## src/rtl/operand_tf_pkg.sv

```systemverilog
// operand_tf_pkg: operand bundles exchanged with operand_transformer, plus arbiter defaults.
package operand_tf_pkg;
    localparam int OPT_NUM_REQ = 4;
    localparam int OPT_TAG_DEPTH = 4;
    typedef struct packed {
        logic [31:0] data;
        logic [1:0]  scale;
        logic        mode;
    } operand_input_t;
    typedef struct packed {
        logic [35:0] data;
    } operand_output_t;
endpackage

```

## src/rtl/operand_tf_arbiter_if.sv

```systemverilog
// operand_tf_arb_if: requester, transformer and response handshakes of the arbiter.
interface operand_tf_arb_if import operand_tf_pkg::*; #(parameter int NUM_REQ = OPT_NUM_REQ);
    logic [NUM_REQ-1:0] req_valid;
    logic [NUM_REQ-1:0] req_ready;
    operand_input_t [NUM_REQ-1:0] req_data;
    logic tf_valid_in;
    logic tf_ready_in;
    operand_input_t tf_data_in;
    logic tf_valid_out;
    logic tf_ready_out;
    operand_output_t tf_data_out;
    logic [NUM_REQ-1:0] rsp_valid;
    logic [NUM_REQ-1:0] rsp_ready;
    operand_output_t rsp_data;
    modport master (
        input  req_valid, req_data, tf_ready_in, tf_valid_out, tf_data_out, rsp_ready,
        output req_ready, tf_valid_in, tf_data_in, tf_ready_out, rsp_valid, rsp_data
    );
    modport slave (
        output req_valid, req_data, tf_ready_in, tf_valid_out, tf_data_out, rsp_ready,
        input  req_ready, tf_valid_in, tf_data_in, tf_ready_out, rsp_valid, rsp_data
    );
endinterface

```

## src/rtl/operand_tf_arbiter_fifo.sv

```systemverilog
// opt_tag_fifo: synchronous FIFO with occupancy count; push when full and pop when empty are ignored.
module opt_tag_fifo #(
    parameter int WIDTH = 2,
    parameter int DEPTH = 4
) (
    input  logic clk,
    input  logic rst,
    input  logic push,
    input  logic [WIDTH-1:0] wdata,
    input  logic pop,
    output logic [WIDTH-1:0] rdata,
    output logic full,
    output logic empty,
    output logic [$clog2(DEPTH):0] count
);
    localparam int AW = $clog2(DEPTH);
    logic [WIDTH-1:0] mem [DEPTH];
    logic [AW-1:0] wr_ptr, rd_ptr;
    logic do_push, do_pop;
    assign full = count == (AW+1)'(DEPTH);
    assign empty = count == '0;
    assign do_push = push && !full;
    assign do_pop = pop && !empty;
    assign rdata = mem[rd_ptr];
    always_ff @(posedge clk) begin
        if (rst) begin
            wr_ptr <= '0;
            rd_ptr <= '0;
            count <= '0;
        end else begin
            if (do_push) wr_ptr <= wr_ptr + 1'b1;
            if (do_pop) rd_ptr <= rd_ptr + 1'b1;
            count <= count + (AW+1)'(do_push) - (AW+1)'(do_pop);
        end
    end
    always_ff @(posedge clk) if (do_push) mem[wr_ptr] <= wdata;
endmodule

```

## src/rtl/operand_tf_arbiter.sv

```systemverilog
// operand_tf_arbiter: round-robin sharing of one operand_transformer; results return in order
// to the requester recorded in the tag FIFO. Both paths are purely combinational.
module operand_tf_arbiter import operand_tf_pkg::*; #(
    parameter int NUM_REQ = OPT_NUM_REQ,
    parameter int TAG_DEPTH = OPT_TAG_DEPTH
) (
    input  logic clk,
    input  logic rst,
    operand_tf_arb_if.master bus,
    output logic [$clog2(TAG_DEPTH):0] inflight,
    output logic busy,
    output logic err_orphan
);
    localparam int PW = $clog2(NUM_REQ);
    localparam logic [PW:0] NR = (PW+1)'(NUM_REQ);
    logic [PW-1:0] rr_ptr, g, off, head;
    logic [PW:0] sum;
    logic [2*NUM_REQ-1:0] rot;
    logic full, empty, accept, pop;
    // doubled vector shifted by rr_ptr turns the rotation into a plain lowest-bit search
    always_comb begin
        rot = {bus.req_valid, bus.req_valid} >> rr_ptr;
        off = '0;
        for (int i = NUM_REQ - 1; i >= 0; i--) off = rot[i] ? PW'(i) : off;
        sum = {1'b0, rr_ptr} + {1'b0, off};
        g = PW'(sum >= NR ? sum - NR : sum);
    end
    assign bus.tf_valid_in = |bus.req_valid && !full;
    assign accept = bus.tf_valid_in && bus.tf_ready_in && !rst;
    assign bus.req_ready = accept ? NUM_REQ'(1) << g : '0;
    assign bus.tf_data_in = bus.req_data[g];
    assign bus.rsp_valid = (bus.tf_valid_out && !empty) ? NUM_REQ'(1) << head : '0;
    assign bus.tf_ready_out = !empty && bus.rsp_ready[head] && !rst;
    assign bus.rsp_data = bus.tf_data_out;
    assign pop = bus.tf_valid_out && bus.tf_ready_out;
    assign busy = inflight != '0;
    opt_tag_fifo #(.WIDTH(PW), .DEPTH(TAG_DEPTH)) u_tags (
        .clk(clk),
        .rst(rst),
        .push(accept),
        .wdata(g),
        .pop(pop),
        .rdata(head),
        .full(full),
        .empty(empty),
        .count(inflight)
    );
    always_ff @(posedge clk) begin
        if (rst) begin
            rr_ptr <= '0;
            err_orphan <= 1'b0;
        end else begin
            if (accept) rr_ptr <= g == PW'(NUM_REQ - 1) ? '0 : g + 1'b1;
            if (bus.tf_valid_out && empty) err_orphan <= 1'b1;
        end
    end
endmodule

```

## src/flat_wrapper.sv

```systemverilog
// flat-port wrapper written by rule: the top's interface ports become plain ports
module operand_tf_arbiter_flat import operand_tf_pkg::*;
#(
    parameter int NUM_REQ = OPT_NUM_REQ,
    parameter int TAG_DEPTH = OPT_TAG_DEPTH
)
  (clk, rst, inflight, busy, err_orphan, bus_req_valid, bus_req_data, bus_tf_ready_in, bus_tf_valid_out, bus_tf_data_out, bus_rsp_ready, bus_req_ready, bus_tf_valid_in, bus_tf_data_in, bus_tf_ready_out, bus_rsp_valid, bus_rsp_data);
  operand_tf_arb_if #(.NUM_REQ(NUM_REQ)) bus_i ();
  input  logic clk;
  input  logic rst;
  output logic [$clog2(TAG_DEPTH):0] inflight;
  output logic busy;
  output logic err_orphan;
  input wire logic [$bits(bus_i.req_valid)-1:0] bus_req_valid;
  input wire logic [$bits(bus_i.req_data)-1:0] bus_req_data;
  input wire logic [$bits(bus_i.tf_ready_in)-1:0] bus_tf_ready_in;
  input wire logic [$bits(bus_i.tf_valid_out)-1:0] bus_tf_valid_out;
  input wire logic [$bits(bus_i.tf_data_out)-1:0] bus_tf_data_out;
  input wire logic [$bits(bus_i.rsp_ready)-1:0] bus_rsp_ready;
  output wire logic [$bits(bus_i.req_ready)-1:0] bus_req_ready;
  output wire logic [$bits(bus_i.tf_valid_in)-1:0] bus_tf_valid_in;
  output wire logic [$bits(bus_i.tf_data_in)-1:0] bus_tf_data_in;
  output wire logic [$bits(bus_i.tf_ready_out)-1:0] bus_tf_ready_out;
  output wire logic [$bits(bus_i.rsp_valid)-1:0] bus_rsp_valid;
  output wire logic [$bits(bus_i.rsp_data)-1:0] bus_rsp_data;
  assign bus_i.req_valid = bus_req_valid;
  assign bus_i.req_data = bus_req_data;
  assign bus_i.tf_ready_in = bus_tf_ready_in;
  assign bus_i.tf_valid_out = bus_tf_valid_out;
  assign bus_i.tf_data_out = bus_tf_data_out;
  assign bus_i.rsp_ready = bus_rsp_ready;
  assign bus_req_ready = bus_i.req_ready;
  assign bus_tf_valid_in = bus_i.tf_valid_in;
  assign bus_tf_data_in = bus_i.tf_data_in;
  assign bus_tf_ready_out = bus_i.tf_ready_out;
  assign bus_rsp_valid = bus_i.rsp_valid;
  assign bus_rsp_data = bus_i.rsp_data;
  operand_tf_arbiter #(.NUM_REQ(NUM_REQ), .TAG_DEPTH(TAG_DEPTH)) u_core (.clk(clk), .rst(rst), .bus(bus_i), .inflight(inflight), .busy(busy), .err_orphan(err_orphan));
endmodule
```

## config.mk

```make
export PLATFORM = sky130hd
export DESIGN_NAME = operand_tf_arbiter_flat
export DESIGN_NICKNAME = d
export VERILOG_FILES = /design/src/rtl/operand_tf_pkg.sv /design/src/rtl/operand_tf_arbiter_if.sv /design/src/rtl/operand_tf_arbiter_fifo.sv /design/src/rtl/operand_tf_arbiter.sv /design/src/flat_wrapper.sv
export SDC_FILE = /design/constraint.sdc
export NUM_CORES = 1
export LEC_CHECK = 0
export ABC_AREA = 1
export CAP_MARGIN = 20
export CORE_AREA = 2 2 106 108
export DETAILED_ROUTE_END_ITERATION = 7
export DIE_AREA = 0 0 108 110
export DONT_BUFFER_PORTS = 1
export MAX_ROUTING_LAYER = met4
export PLACE_DENSITY = 0.44
export SLEW_MARGIN = 20
export SYNTH_ARGS = -nofsm -noshare
export SYNTH_HDL_FRONTEND = slang
export SYNTH_SLANG_ARGS = --single-unit
```

## constraint.sdc

```tcl
create_clock -name clk -period 2.46 [get_ports clk]
set_input_delay 0.123 -clock clk [delete_from_list [all_inputs] [get_ports clk]]
set_output_delay 0.123 -clock clk [all_outputs]
set_load 0.005 [all_outputs]
```

# After elaboration in Yosys (flattened, before gate mapping)
# Memory sizes are Yosys's and may differ from the RTL's. A register that Yosys moved wholly into a read port is not among the register bits.
# Index checks and enable logic that the tools add are counted.
# W data, S select, Z words.
# classes
shifts	3
n_eq_ne	2
muxes	16
reduce_logical	16
n_addsub	7
order_cmp	3
# ops
cell	n
$bmux W35 S2	1
$mux W35	1
$mux W2	8
$logic_and A1 B1 Y1	10
$mux W4	2
$shl A1 B2 Y4 const A	2
$shr A8 B2 Y4	1
$add A2 B1 Y2 const B	3
$lt A2 B3 Y1 const B	2
$reduce_or A4 Y1	1
$add A2 B2 Y3	1
$add A3 B1 Y3	1
$eq A3 B3 Y1 const B	1
$ge A3 B3 Y1 const B	1
$logic_not A1 Y1	3
$logic_not A3 Y1	1
$mux W1	3
$reduce_bool A3 Y1	1
$sub A3 B1 Y3	1
$bmux W1 S2	1
$eq A2 B2 Y1 const B	1
$sub A2 B1 Y2 const B	1
# totals
ramBits	8
out_inout_bits	86
word_cells	53
reg_bits	10
inputBits	188
memories	1
# memory_table
memory	words	word_bits	rd	rd_ports_with_merged_regs	wr	line	source
u_core.u_tags.mem	4	2	1	1	1	operand_tf_arbiter_fifo.sv:17	logic [WIDTH-1:0] mem [DEPTH];

# Longest topological paths before layout
# depth
word_depth	10
depth_mapped	16
depth_no_buf	16

# Modules after synthesis
# From an unflattened synthesis, not the netlist that was laid out.
# hier_totals
cells_unflattened	401
hier_area_um2	2881.5
# modules_own_cells
mod	instances	area_each_um2	cells_per_inst
operand_tf_arbiter	1	2085.8	312
opt_tag_fifo	1	795.8	89

# Worst setup path before layout
# No wires, ideal clock.
# synth_path
path_kind	register -> register
start	reg (tool-made name)
end	reg u_core.u_tags.count[2]
stages_incl_launch_ff	17
arrival_ps	2264
setup_slack_ps	126
n_path_buf	0
cell_sequence	dfxtp_1 > inv_1 > nand2_1 > nand3_1 > nand2_1 > nand2_1 > nand2_1 > nand2_1 > nand2_1 > nand3_1 > inv_1 > ha_1 > inv_1 > ha_1 > fa_1 > or2_2 > a21oi_1
# synth_rtl
element	line	source
end signal, assigned	operand_tf_arbiter_fifo.sv:33	count <= count + (AW+1)'(do_push) - (AW+1)'(do_pop);
end, declared	operand_tf_arbiter_fifo.sv:14	output logic [$clog2(DEPTH):0] count

==> impl_metrics.yaml <==
status:
  outcome: "complete, no violations"
finish:
  multi_input_area_um2: 1920
  register_area_um2: 489
  nets: 709
  layout-drive-gt1-share: 0.0925
  final_cell_area_um2: 3040
  fin_util: 0.284
  diodes: 0
  syn_to_final_growth_pct: 5.38
  fill_cells: 1255
critical_path:
  worst_path_most_repeated_cell: "nand2_1"
  r2r_cells: 16
  cp-end-kind: "flop"
  cp_cell_sequence: "inv_2 -> nand2_1 -> nand3_2 -> nand2_2 -> nand2_1 -> nand2_1 -> nand2_1 -> nand2_2 -> nand3_2 -> inv_1 -> ha_1 -> inv_1 -> ha_2 -> fa_2 -> or2_2 -> a21oi_2"
  critPathKind: "reg2reg"
  crit_cells: 16
  reg2reg_to: "u_core.u_tags.count[2]"
  worst_path_max_delay_cell: "dfxtp_4"
  path_max_fanout: 5
  cp.arrival_ns: 2.49
  cp-start-kind: "flop"
  worst_path_largest_cell_delay_ns: 0.36
  critical_path_buf_inv_count: 3
  reg2reg_slack_ns: 0.18
  cp_top_family: "simple AND/OR/NAND/NOR gates"
  required_ns: 2.67
grt:
  grt_pass1_vias: 2492
  grt_pass1_wl_mm: 12.4
  track_usage: 0.135
  grt_max_degree: 68
  overflow: 0
  antenna_found_initial: 0
logic_synthesis:
  synth_fa_ha_area_frac: 0.0546
  synth-compound-area-share: 0.0265
  synthMuxAreaShare: 0
  synth_area_leader_cell: "nand2_1"
  yosysSeqAreaShare: 0.167
  yosys.area_share.simple: 0.566
  syn_nets: 746
  synth-seq-cells: 20
  avgSynthCellArea_um2: 5.28
  synth_top_cells_by_area: "nand2_1, buf_4, nand3_1, dfxtp_1, edfxtp_1"
  ys_types: 27
  synth_xor_area_frac: 0.00304
  synth_top_family_by_area: "simple AND/OR/NAND/NOR gates"
  syn_inst: 546
  synth_top_area_share: 0.418
  synth_area_um2: 2890
  ys_warn_count: 0
cts:
  clk_latency_ns: 0.27
  clock_path_buffers: 2
  clk_pin_slew_worst_paths_ns: 0.08
  root_buffer: "clkbuf_8"
  cts_buffers: 3
  clock_sinks: 20
  cts_tree: "done"
  htreeDepth: 1
floorplan:
  core_area_um2: 10700
  dieWidth_um: 108
  die_area_um2: 11900
  io_pins: 274
  die_y_um: 110
  start_util: 0.270
  rows: 38
worst_hold_path:
  min_to: "u_core.u_tags.rd_ptr[1]"
  hold_path.class: "in2reg"
  hold_depth: 3
  holdCritStartpoint: "rst"
timing:
  finalHoldViolCount: 0
  period_share: 0.927
  final_max_slew_viol_count: 0
  tightest_slew_ns: 0.364
  fin_skew_ns: 0.00996
  slew_headroom: 0.757
  setup_viol: 0
  finalCriticalPeriod_ns: 2.28
  max_freq_ghz: 0.439
place:
  portBuffers: 0
  placed_area_um2: 2790
  dp_hpwl_mm: 7.27
  gp_congestion: 0.809
pwr:
  ir_drop_mv: 0.805
  power_leakage_nw: 1.69
  powerDensity_nw_per_um2: 2040
drt:
  wire_per_inst_um: 15.2
  drtIter0Drc: 140
  vias_per_cell: 4.75
  drcViolationCount: 0
  drtPass1Iterations: 5
  drt-total-wl_mm: 9.82
  antenna_left: 0
  vias: 3079
flow_run:
  maxCapViolCount: 0
-- worst min-delay path: stages --
cell,delay (ns)
inv_1,0.07
nand2_1,0.08
nor2_1,0.04
-- cells in the mapped netlist --
cell type	count
inv_1	33
a211oi_1	2
a21boi_0	1
or2_2	1
edfxtp_1	8
dfxtp_1	12
nand4_2	1
nand3_1	53
nand4_1	1
buf_2	6
nand2_1	321
ha_1	11
nor2_1	17
buf_4	36
o21ai_2	1
nor3_1	4
xor2_1	1
nand3b_1	1
nand3_4	1
a21oi_1	7
nand2_4	2
inv_2	3
nand2_2	1
fa_1	1
o21ai_0	2
buf_6	3
clkbuf_1	16
-- through the flow --
step / TNS (ns) / total power [W] / hold slack [ns] / setup slack [ns] / std cells
floorplan: 0 / 0.00411 / 0.266 / 0.126 / 546
global placement: 0 / 0.00523 / 0.194 / 0.0727 / 636
detailed placement: 0 / 0.00530 / 0.195 / 0.0197 / 636
CTS: 0 / 0.00565 / 0.0839 / 0.00107 / 642
global route: -0.0577 / 0.00695 / 0.105 / -0.0215 / 648
finish: 0 / 0.00621 / 0.0917 / 0.180 / 648
-- cells by family (layout without fill, tap and decap cells) --
logic type,Yosys count,count (layout)
AOI/OAI and AO/OA,13,13
adders and majority gates,12,12
DFF,20,20
xor gates and xnor gates,1,1
buffers and inverters,97,59
and+or+nand+nor,403,403
-- flip-flops by register name, summed over array words and instances, names as in the netlist, named ones only --
register	count
u_core.u_tags.wr_ptr	2
u_core.u_tags.count	3
u_core.u_tags.mem	8
u_core.rr_ptr	2
u_core.err_orphan	1
u_core.u_tags.rd_ptr	2
-- what timing repair did --
item	CTS	global route
gates cloned	0	4
pin swaps	0	2
setup endpoints to repair	38	40
endpoints found under the hold margin	6	0
setup buffers	0	2
gates resized for setup	5	16
hold buffers	2	0
-- worst max path at each step --
stage / start / endpoint / slack [ns]
2_1_floorplan: flop / u_core.u_tags.count[2] / 0.13
5_1_grt: flop / u_core.u_tags.count[2] / -0.02
4_1_cts: u_core.rr_ptr[0] / bus_tf_data_in[34] / 0.001
3_5_place_dp: flop / u_core.u_tags.count[2] / 0.02
3_3_place_gp: flop / u_core.u_tags.count[2] / 0.07
6_report: flop / u_core.u_tags.count[2] / 0.18
-- layout by cell type, fill, tap and decap left out, types with 2 or more instances in the layout --
| cell | netlist | final |
|---|---|---|
| a21oi_1 | 7 | 6 |
| nand3_1 | 53 | 50 |
| inv_2 | 3 | 3 |
| clkbuf_8 | 0 | 3 |
| o21ai_0 | 2 | 2 |
| a211oi_1 | 2 | 2 |
| nand2_1 | 321 | 318 |
| dlygate4sd3_1 | 0 | 2 |
| nor3_1 | 4 | 4 |
| clkbuf_16 | 0 | 4 |
| dfxtp_1 | 12 | 9 |
| ha_1 | 11 | 9 |
| buf_12 | 0 | 3 |
| nor2_1 | 17 | 17 |
| dfxtp_4 | 0 | 2 |
| inv_1 | 33 | 31 |
| buf_6 | 3 | 2 |
| buf_4 | 36 | 9 |
| nand2_4 | 2 | 2 |
| nand2_2 | 1 | 4 |
| nand3_2 | 0 | 3 |
| edfxtp_1 | 8 | 8 |
-- power by group --
group	switching [W]	internal, W
Combinational	0.00358	0.00182
Clock	0.000115	0.000176
Sequential	0.0000587	0.000455
-- per-layer routing --
metal  vias to the layer above  GRT usage  part of all wire
met1                      1358      0.170              0.42
met5                         -          -                 0
li1                       1563          -                 -
met4                         0     0.0284            0.0041
met3                         5     0.0241             0.067
met2                       153      0.228              0.51
-- cell type report --
class / count / area share
multi-input cells: 429 / 0.633
flip-flops and latches: 20 / 0.161
repair buffers: 19 / 0.0807
well taps: 140 / 0.0576
inverters: 36 / 0.0465
clock buffers: 4 / 0.0218
Note: power is estimated with default switching activity, not from simulation.
